## src/rtl/io_port_bank_pkg.sv

```systemverilog
// Shared constants for the processor I/O port bank: read addresses and
// the bit layout of the FIFO status word.
package io_port_bank_pkg;

  // Read-side address map
  localparam int unsigned IOA_FIFO  = 32'd0;
  localparam int unsigned IOA_STAT  = 32'd1;
  localparam int unsigned IOA_GPIO0 = 32'd2;

  // Status word bit positions
  localparam int unsigned ST_EMPTY = 32'd0;
  localparam int unsigned ST_FULL  = 32'd1;
  localparam int unsigned ST_UNDF  = 32'd2;
  localparam int unsigned ST_CNT   = 32'd3;

endpackage

```

## src/rtl/io_port_bank_fifo.sv

```systemverilog
// Synchronous FIFO with a combinational head output. Pushes are ignored
// while full and pops are ignored while empty, so the caller may issue
// raw requests. Pointers wrap naturally because DEPTH is a power of two.
module io_fifo #(
  parameter int NBDATA = 16,
  parameter int DEPTH  = 8
) (
  input  logic                       clk,
  input  logic                       rst,
  input  logic                       push,
  input  logic                       pop,
  input  logic [NBDATA-1:0]          din,
  output logic [NBDATA-1:0]          dout,
  output logic [$clog2(DEPTH+1)-1:0] count,
  output logic                       empty,
  output logic                       full
);

  localparam int AW = $clog2(DEPTH);
  localparam int CW = $clog2(DEPTH+1);

  logic [NBDATA-1:0] mem_r [DEPTH];
  logic [AW-1:0]     wr_ptr_r;
  logic [AW-1:0]     rd_ptr_r;
  logic [CW-1:0]     count_r;
  logic              push_s;
  logic              pop_s;

  assign empty  = (count_r == CW'(0));
  assign full   = (count_r == CW'(DEPTH));
  assign count  = count_r;
  assign dout   = mem_r[rd_ptr_r];
  assign push_s = push & ~full;
  assign pop_s  = pop & ~empty;

  // Storage array: cleared on reset so stale data never reaches the head
  always_ff @(posedge clk or negedge rst) begin
    if (!rst) begin
      for (int i = 0; i < DEPTH; i++) begin
        mem_r[i] <= '0;
      end
    end else if (push_s) begin
      mem_r[wr_ptr_r] <= din;
    end
  end

  // Pointer and occupancy bookkeeping
  always_ff @(posedge clk or negedge rst) begin
    if (!rst) begin
      wr_ptr_r <= '0;
      rd_ptr_r <= '0;
      count_r  <= '0;
    end else begin
      if (push_s) begin
        wr_ptr_r <= wr_ptr_r + AW'(1);
      end
      if (pop_s) begin
        rd_ptr_r <= rd_ptr_r + AW'(1);
      end
      case ({push_s, pop_s})
        2'b10:   count_r <= count_r + CW'(1);
        2'b01:   count_r <= count_r - CW'(1);
        default: count_r <= count_r;
      endcase
    end
  end

endmodule

```

## src/rtl/io_port_bank.sv

```systemverilog
// Peripheral-side responder for the processor I/O bus: output port
// registers with write strobes, a buffered input stream drained through
// address 0, a status word at address 1, sampled GPIO words above that,
// and a level interrupt on FIFO fill.
module io_port_bank
  import io_port_bank_pkg::*;
#(
  parameter int NUBITS = 16,
  parameter int NBIOIN = 2,
  parameter int NBIOOU = 2,
  parameter int FDEPTH = 8,
  parameter int ITRTHR = 4
) (
  input  logic                                 clk,
  input  logic                                 rst,
  input  logic [NUBITS-1:0]                    io_out,
  input  logic [NBIOOU-1:0]                    addr_out,
  input  logic                                 out_en,
  input  logic [NBIOIN-1:0]                    addr_in,
  input  logic                                 req_in,
  output logic [NUBITS-1:0]                    io_in,
  output logic                                 itr,
  input  logic [NUBITS-1:0]                    ext_data,
  input  logic                                 ext_valid,
  output logic                                 ext_ready,
  input  logic [((2**NBIOIN)-2)*NUBITS-1:0]    ext_gpio,
  output logic [(2**NBIOOU)*NUBITS-1:0]        port_q,
  output logic [(2**NBIOOU)-1:0]               port_stb
);

  localparam int CW    = $clog2(FDEPTH+1);
  localparam int NGPIO = (2**NBIOIN) - 2;

  if (NUBITS < 3 + CW) begin : g_chk_width
    $error("io_port_bank: NUBITS too narrow for the status word");
  end
  if (NBIOIN < 2) begin : g_chk_nbioin
    $error("io_port_bank: NBIOIN must be at least 2");
  end
  if ((ITRTHR < 1) || (ITRTHR > FDEPTH)) begin : g_chk_thr
    $error("io_port_bank: ITRTHR out of range 1..FDEPTH");
  end

  logic [NUBITS-1:0]       fifo_dout_s;
  logic [CW-1:0]           fifo_count_s;
  logic                    fifo_empty_s;
  logic                    fifo_full_s;
  logic                    push_s;
  logic                    pop_req_s;
  logic                    pop_s;
  logic                    stat_req_s;
  logic [CW-1:0]           count_next_s;
  logic                    underflow_r;
  logic [NGPIO*NUBITS-1:0] gpio_r;
  logic [NBIOIN-1:0]       gpio_sel_s;
  logic [NUBITS-1:0]       status_s;
  logic [NUBITS-1:0]       rd_data_s;

  // Acceptance is judged on the current count only: a same-cycle pop
  // never opens a slot for a push while full.
  assign ext_ready  = ~fifo_full_s;
  assign push_s     = ext_valid & ~fifo_full_s;
  assign pop_req_s  = req_in & (addr_in == NBIOIN'(IOA_FIFO));
  assign pop_s      = pop_req_s & ~fifo_empty_s;
  assign stat_req_s = req_in & (addr_in == NBIOIN'(IOA_STAT));
  assign gpio_sel_s = addr_in - NBIOIN'(IOA_GPIO0);

  io_fifo #(
    .NBDATA (NUBITS),
    .DEPTH  (FDEPTH)
  ) u_fifo (
    .clk   (clk),
    .rst   (rst),
    .push  (push_s),
    .pop   (pop_s),
    .din   (ext_data),
    .dout  (fifo_dout_s),
    .count (fifo_count_s),
    .empty (fifo_empty_s),
    .full  (fifo_full_s)
  );

  // Post-update occupancy, used so itr tracks the count after this edge
  always_comb begin
    case ({push_s, pop_s})
      2'b10:   count_next_s = fifo_count_s + CW'(1);
      2'b01:   count_next_s = fifo_count_s - CW'(1);
      default: count_next_s = fifo_count_s;
    endcase
  end

  // Status word assembly; unused bits read as zero
  always_comb begin
    status_s               = '0;
    status_s[ST_EMPTY]     = fifo_empty_s;
    status_s[ST_FULL]      = fifo_full_s;
    status_s[ST_UNDF]      = underflow_r;
    status_s[ST_CNT +: CW] = fifo_count_s;
  end

  // Read-data source select by address
  always_comb begin
    rd_data_s = '0;
    if (addr_in == NBIOIN'(IOA_FIFO)) begin
      if (fifo_empty_s) begin
        rd_data_s = '0;
      end else begin
        rd_data_s = fifo_dout_s;
      end
    end else if (addr_in == NBIOIN'(IOA_STAT)) begin
      rd_data_s = status_s;
    end else begin
      rd_data_s = gpio_r[gpio_sel_s*NUBITS +: NUBITS];
    end
  end

  // Output port registers with one-cycle write strobes
  always_ff @(posedge clk or negedge rst) begin
    if (!rst) begin
      port_q   <= '0;
      port_stb <= '0;
    end else begin
      port_stb <= '0;
      if (out_en) begin
        port_q[addr_out*NUBITS +: NUBITS] <= io_out;
        port_stb[addr_out]                <= 1'b1;
      end
    end
  end

  // GPIO sample stage, refreshed every cycle
  always_ff @(posedge clk or negedge rst) begin
    if (!rst) begin
      gpio_r <= '0;
    end else begin
      gpio_r <= ext_gpio;
    end
  end

  // Read data register, sticky underflow flag and interrupt level
  always_ff @(posedge clk or negedge rst) begin
    if (!rst) begin
      io_in       <= '0;
      underflow_r <= 1'b0;
      itr         <= 1'b0;
    end else begin
      if (req_in) begin
        io_in <= rd_data_s;
      end
      if (pop_req_s && fifo_empty_s) begin
        underflow_r <= 1'b1;
      end else if (stat_req_s) begin
        underflow_r <= 1'b0;
      end
      itr <= (count_next_s >= CW'(ITRTHR));
    end
  end

endmodule

```

## config.mk

```make
export PLATFORM = sky130hd
export DESIGN_NAME = io_port_bank
export DESIGN_NICKNAME = d
export VERILOG_FILES = /design/src/rtl/io_port_bank_pkg.sv /design/src/rtl/io_port_bank_fifo.sv /design/src/rtl/io_port_bank.sv
export SDC_FILE = /design/constraint.sdc
export NUM_CORES = 1
export LEC_CHECK = 0
export ABC_AREA = 0
export CAP_MARGIN = 40
export CORE_ASPECT_RATIO = 0.75
export CORE_UTILIZATION = 40
export CTS_BUF_LIST = sky130_fd_sc_hd__clkbuf_8
export DETAILED_ROUTE_END_ITERATION = 10
export RECOVER_POWER = 50
export SETUP_SLACK_MARGIN = 0.1
export SYNTH_ARGS = -nofsm -noshare
export SYNTH_HDL_FRONTEND = slang
export SYNTH_SLANG_ARGS = --single-unit
```

## constraint.sdc

```tcl
create_clock -name clk -period 7.88 [get_ports clk]
set_clock_uncertainty 0.05 [all_clocks]
set_input_delay 1.182 -clock clk [delete_from_list [all_inputs] [get_ports clk]]
set_output_delay 1.182 -clock clk [all_outputs]
set_load 0.01 [all_outputs]
```

==> results of run 1 <==
power groups by stage:
stage	sequential (W)	combinational, W	clock [W]
2_1_floorplan	0.00192	0.00105	0
3_3_place_gp	0.00201	0.00140	0
3_5_place_dp	0.00202	0.00144	0
4_1_cts	0.00200	0.00144	0.00112
5_1_grt	0.00206	0.00153	0.00118
6_report	0.00200	0.00141	0.00109
final cells by class:
cell class | count | share of cell area [%]
clock buffer | 51 | 5.23
sequential | 256 | 47.7
inverter | 14 | 0.401
tap | 344 | 3.21
clock inverter | 18 | 0.587
antenna | 5 | 0.0932
multi-input combinational | 420 | 29.9
timing repair buffer | 176 | 12.8
cells by family (layout without fill, tap and decap cells):
group / count (synthesis) / in the layout
AND/OR/NAND/NOR: 86 / 86
multiplexers: 188 / 188
flip-flops: 256 / 256
adder cells (fa/ha/maj): 12 / 12
other: 0 / 5
XOR/XNOR: 9 / 9
AO/OA/AOI/OAI: 125 / 125
buffers and inverters: 60 / 259
through the flow:
| step | instance area (µm²) | hold slack [ns] |
|---|---|---|
| after floorplan | 10700 | 0.421 |
| after global placement | 12600 | 0.432 |
| after detailed placement | 12700 | 0.435 |
| after CTS | 13400 | 0.448 |
| after global routing | 13400 | 0.465 |
| final | 13400 | 0.448 |
layout by cell type, fill, tap and decap left out, drive strengths merged, types with 5 or more instances in the layout:
master / count
o22ai: 7
mux4: 17
ha: 12
nand2: 30
o211ai: 9
a21oi: 14
mux2i: 30
clkdlybuf4s50: 124
clkbuf: 54
a22o: 64
dfrtp: 256
a221oi: 6
mux2: 141
xnor2: 6
a22oi: 9
dlygate4sd3: 33
buf: 16
diode: 5
inv: 26
nor2: 24
state kept, by name (all words and copies together) (netlist names):
register,count
io_in,16
itr,1
underflow_r,1
gpio_r,32
u_fifo.rd_ptr_r,3
port_stb,4
u_fifo.count,4
u_fifo.wr_ptr_r,3
port_q,64
u_fifo.mem_r,128
metal layers:
layer / track usage [%] / vias up / wire length [µm]
met3: 5.47 / 33 / 1890
met1: 32.8 / 3574 / 14000
met4: 5.94 / 0 / 398
met5: 0 / - / 0
li1: - / 3073 / -
met2: 28.3 / 191 / 11600
worst min-delay path by stage:
| stage | to | slack, ns | cells past startpoint |
|---|---|---|---|
| floorplan | u_fifo.mem_r[97] | 0.42 | 1 |
| global placement | u_fifo.mem_r[21] | 0.43 | 1 |
| detailed placement | u_fifo.mem_r[97] | 0.43 | 1 |
| CTS | u_fifo.mem_r[97] | 0.45 | 1 |
| global route | u_fifo.mem_r[24] | 0.46 | 1 |
| finish | u_fifo.mem_r[97] | 0.45 | 1 |
==> impl_metrics.tcl, run 1 <==
set metrics [dict create \
    dr.pass1.iters 4 \
    pre_cts_slack_ns 3.43 \
    fin_crit_sh_pct 60.3 \
    sequentialPowerShare_pct 44.5 \
    swShare_pct 30.5 \
    status "complete, but fails checks" \
    reg2reg_to "u_fifo.mem_r[86]" \
    reg2regPathDepth 8 \
    ant_nets 0 \
    routed_wl_um 27900 \
    pwr-share-clk_pct 24.2 \
    overflow 0 \
    synth_nets 821 \
    endpoint_kind "asynchronous set/reset pin" \
    synth_area_per_cell_um2 14.5 \
    critPathRequiredTime_ns 7.51 \
    die_w_um 191 \
    drive_above_1_share_pct 25.7 \
    wire_per_inst_um 21.7 \
    rsz0062_at_grt "no" \
    multi_input_area_um2 4020 \
    clkSinkCount 256 \
    irDropWorstVdd_mv 0.141 \
    clock-root-buffer "clkbuf_8" \
    setup_viol_count_final 0 \
    die_h_um 144 \
    h-tree-depth 2 \
    hp-start "u_fifo.mem_r[97]" \
    intPower_w 0.00313 \
    synth.top_cell.area_share_pct 59.8 \
    yosys_warnings 0 \
    syn2layout_area_growth_pct 25.4 \
    cts-hold-fix-buffers 0 \
    drt_iter0_drc 397 \
    switching_power_w 0.00138 \
    synth_top_family_by_area "multiplexers" \
    die-area_um2 27400 \
    crit_buf_inv 2 \
    regArea_um2 6410 \
    vias_per_cell 5.35 \
    tightestPinTransition_ns 3.18 \
    period_needed_ns 4.75 \
    crit_end "u_fifo.rd_ptr_r[1]" \
    relSlewSlack_pct -112 \
    synth_commonest_cells "dfrtp_1 (256), mux2_2 (121), a22o_1 (64)" \
    setup_tns_ns 0 \
    critPathMaxStageDelay_ns 2.35 \
    violations "capacitance limit, slew limit" \
    power_frac_comb_pct 31.4 \
    drc_errors 0 \
    crit_path_cell_trace "buf_8 -> clkbuf_2" \
    yosysSeqAreaShare_pct 59.8 \
    clk_latency_ns 0.54 \
    synthAdderAreaFrac_pct 1.40 \
    reg2reg_from "u_fifo.count[0]" \
    clk_pin_slew_ns 0.06 \
    grt_max_degree 130 \
    post-cts-setup-buffer-count 0 \
    grt_usage_pct 21.1 \
    cp-startpoint "rst" \
    start_kind "primary input" \
    syn-instance-count 736 \
    synth-compound-area-share_pct 9.19 \
    top_level_ports 159 \
    yosys.area.top_type "dfrtp_1" \
    fin_ws_ns 3.13 \
    cts_buffer_depth 3 \
    fin_util_pct 51.4 \
    yosysUniqueCellTypes 49 \
    synthTopCellsByArea "dfrtp_1 (60%), mux2_2 (13%), a22o_1 (5.2%)" \
    worst-r2r-setup-slack_ns 4.18 \
    path_depth 2 \
    fmax_mhz 210 \
    arrival_ns 4.38 \
    gp_congestion 0.814 \
    synth.area.mux_share_pct 21.9 \
    synth_flop_cell "dfrtp_1" \
    cp_max_fo 129 \
    slew_violations 129 \
    maxCapViolCount 1 \
    synth-xor-area-share_pct 0.736 \
    dp_cells 1210 \
    hpwl_um 18300 \
    crit_type "primary input to asynchronous set/reset pin" \
    min_path_type "register to register" \
    cts_resized 0 \
    finalPower_w 0.00451 \
    yosysMostFrequentCell "dfrtp_1" \
    first_global_vias 7137 \
    antenna_found_initial 3 \
    final_net_count 994 \
    power_density_nw_per_um2 336 \
    cellLeakagePower_nw 5.97 \
    portBuffers 158 \
    synth-seq-cells 256 \
    cts_tree "yes" \
    coreArea_um2 26100 \
    synth_edf_count 0 \
    vias 6871 \
    crit_family "buffers and inverters" \
    core.rowCount 51 \
    synth_simple_gate_area_share_pct 4.25 \
    finalHoldViolCount 0 \
    syn_area_um2 10700 \
    numCtsBuffers 41 \
    finalNonFillerCells 1284 \
    critPathSlowestCell "clkbuf_2" \
    async_reset_ff_share_pct 100 \
    start_util_pct 41.0 \
    nFillCells 2285 \
    grt_pass1_wl_um 43300 \
]
Note: power is estimated with default switching activity, not from simulation.
==> run 2: changes to the inputs <==
clock period = 4.1 ns   (was 7.88 ns; I/O delays follow)
==> run 2 against run 1 <==
  * The run still ends with capacitance limit, slew limit left
  * First-iteration DRC count unchanged
  * Die area unchanged
  * Worst setup slack got worse by 2.5 ns
  * Largest cell class unchanged
  * Critical path depth increased by 6
==> impl_metrics.tcl, run 2 (synthesized netlist as in run 1, its figures left out) <==
set metrics [dict create \
    grt_max_degree 89 \
    final_common_cell "dfrtp_1" \
    pre_cts_slack_ns 0.758 \
    final_net_count 1001 \
    critPathMaxStageDelay_ns 0.84 \
    die_w_um 191 \
    final_cell_mix "dfrtp_1 (255), mux2_2 (121), clkdlybuf4s50_1 (121), a22o_1 (64), clkbuf_8 (50)" \
    finalPower_w 0.00867 \
    maxCapViolCount 1 \
    overflow 0 \
    critPathRequiredTime_ns 4.50 \
    status "complete, but fails checks" \
    largest_reg_flops 128 \
    tightestPinTransition_ns 2.11 \
    cp_max_fo 10 \
    cts_buffer_depth 3 \
    crit_type "register to register" \
    fin_crit_sh_pct 85.0 \
    gp_congestion 0.789 \
    arrival_ns 3.88 \
    top_register "u_fifo.mem_r" \
    die_h_um 144 \
    violations "capacitance limit, slew limit" \
    h-tree-depth 2 \
    cts_resized 0 \
    nFillCells 2258 \
    finalHoldViolCount 0 \
    die-area_um2 27400 \
    reg_top3 "u_fifo.mem_r x128, port_q x64, gpio_r x32" \
    relSlewSlack_pct -40.8 \
    vias_per_cell 5.28 \
    coreArea_um2 26100 \
    vias 6815 \
    antenna_found_initial 3 \
    clk_pin_slew_ns 0.06 \
    start_util_pct 41.0 \
    crit_family "simple AND/OR/NAND/NOR gates" \
    hpwl_um 18300 \
    ant_nets 0 \
    routed_wl_um 27800 \
    drc_errors 0 \
    syn2layout_area_growth_pct 26.2 \
    critPathSlowestCell "or4b_1" \
    fmax_mhz 287 \
    power_density_nw_per_um2 642 \
    drt_iter0_drc 397 \
    slew_violations 84 \
    wire_per_inst_um 21.5 \
    core.rowCount 51 \
    period_needed_ns 3.49 \
    irDropWorstVdd_mv 0.277 \
    top_level_ports 159 \
    fin_ws_ns 0.614 \
    min_path_type "register to register" \
    crit_path_cell_trace "inv_1 -> ha_1 -> nand3b_2 -> and2_0 -> clkinvlp_2 -> or4b_1 -> buf_16 -> mux2_4" \
    endpoint_kind "register" \
    numCtsBuffers 42 \
    clkSinkCount 256 \
    grt_usage_pct 21.3 \
    clock-root-buffer "clkbuf_8" \
    start_kind "register" \
    grt_pass1_wl_um 43900 \
    rsz0062_at_grt "no" \
    cts_tree "yes" \
    cellLeakagePower_nw 6.05 \
    clk_latency_ns 0.56 \
    crit_buf_inv 3 \
    setup_viol_count_final 0 \
    dr.pass1.iters 4 \
    drive_above_1_share_pct 26.1 \
    first_global_vias 7256 \
    setup_tns_ns 0 \
    portBuffers 158 \
]
[run 2: per-layer routing]
layer / track usage [%] / vias to the layer above / part of all wire, % / wire length (µm)
met5: 0 / - / 0.047 / 13
met4: 5.77 / 2 / 1.5 / 409
met3: 6.69 / 38 / 8.0 / 2210
met2: 29.6 / 200 / 42 / 11700
met1: 31.7 / 3494 / 48 / 13500
li1: - / 3081 / - / -
[run 2: worst register-to-register path, stage by stage (launching register included)]
cell        delay (ns)
dfrtp_1           0.49
inv_1             0.10
ha_1              0.29
nand3b_2          0.14
and2_0            0.46
clkinvlp_2        0.43
or4b_1            0.84
buf_16            0.28
mux2_4            0.31
[run 2: stage by stage]
| step | cells | utilization [%] | instance area (µm²) | hold slack [ns] |
|---|---|---|---|---|
| global placement | 1212 | 48.6 | 12700 | 0.419 |
| finish | 1290 | 51.8 | 13500 | 0.441 |
| floorplan | 736 | - | 10700 | 0.269 |
| detailed placement | 1215 | 48.8 | 12700 | 0.428 |
| global route | 1288 | 51.8 | 13500 | 0.462 |
| CTS | 1288 | 51.9 | 13500 | 0.407 |
[run 2: cell type report]
class / instances / area (µm²) / area share [%]
inverters: 14 / 53.8 / 0.398
clock inverters: 22 / 97.6 / 0.722
diodes: 2 / 5.00 / 0.0370
multi-input cells: 420 / 4020 / 29.8
flip-flops and latches: 256 / 6410 / 47.4
well taps: 344 / 430 / 3.18
repair buffers: 182 / 1810 / 13.4
clock buffers: 50 / 688 / 5.09
[run 2: power breakdown]
| part | leakage [nW] | total (W) | internal (W) | switching (W) |
|---|---|---|---|---|
| clock network | 0.474 | 0.00210 | 0.00110 | 0.00100 |
| registers | 3.18 | 0.00384 | 0.00334 | 0.000502 |
| logic | 2.40 | 0.00273 | 0.00158 | 0.00115 |
[run 2: final timing paths]
kind	from	end	slack, ns	cells past startpoint
min	io_in[15]	io_in[15]	0.44	2
max in group asynchronous	rst	u_fifo.mem_r[116]	1.49	3
max reg2reg	u_fifo.count[0]	u_fifo.mem_r[91]	0.61	8
min reg2reg	io_in[15]	io_in[15]	0.44	2
min in group asynchronous	rst	port_q[45]	1.16	2
max	u_fifo.count[0]	u_fifo.mem_r[91]	0.61	8
[run 2: repair_timing]
item                                   4_1_cts  5_1_grt
hold buffers                                 1        0
buffers inserted                             0        0
endpoints found under the hold margin        4        0
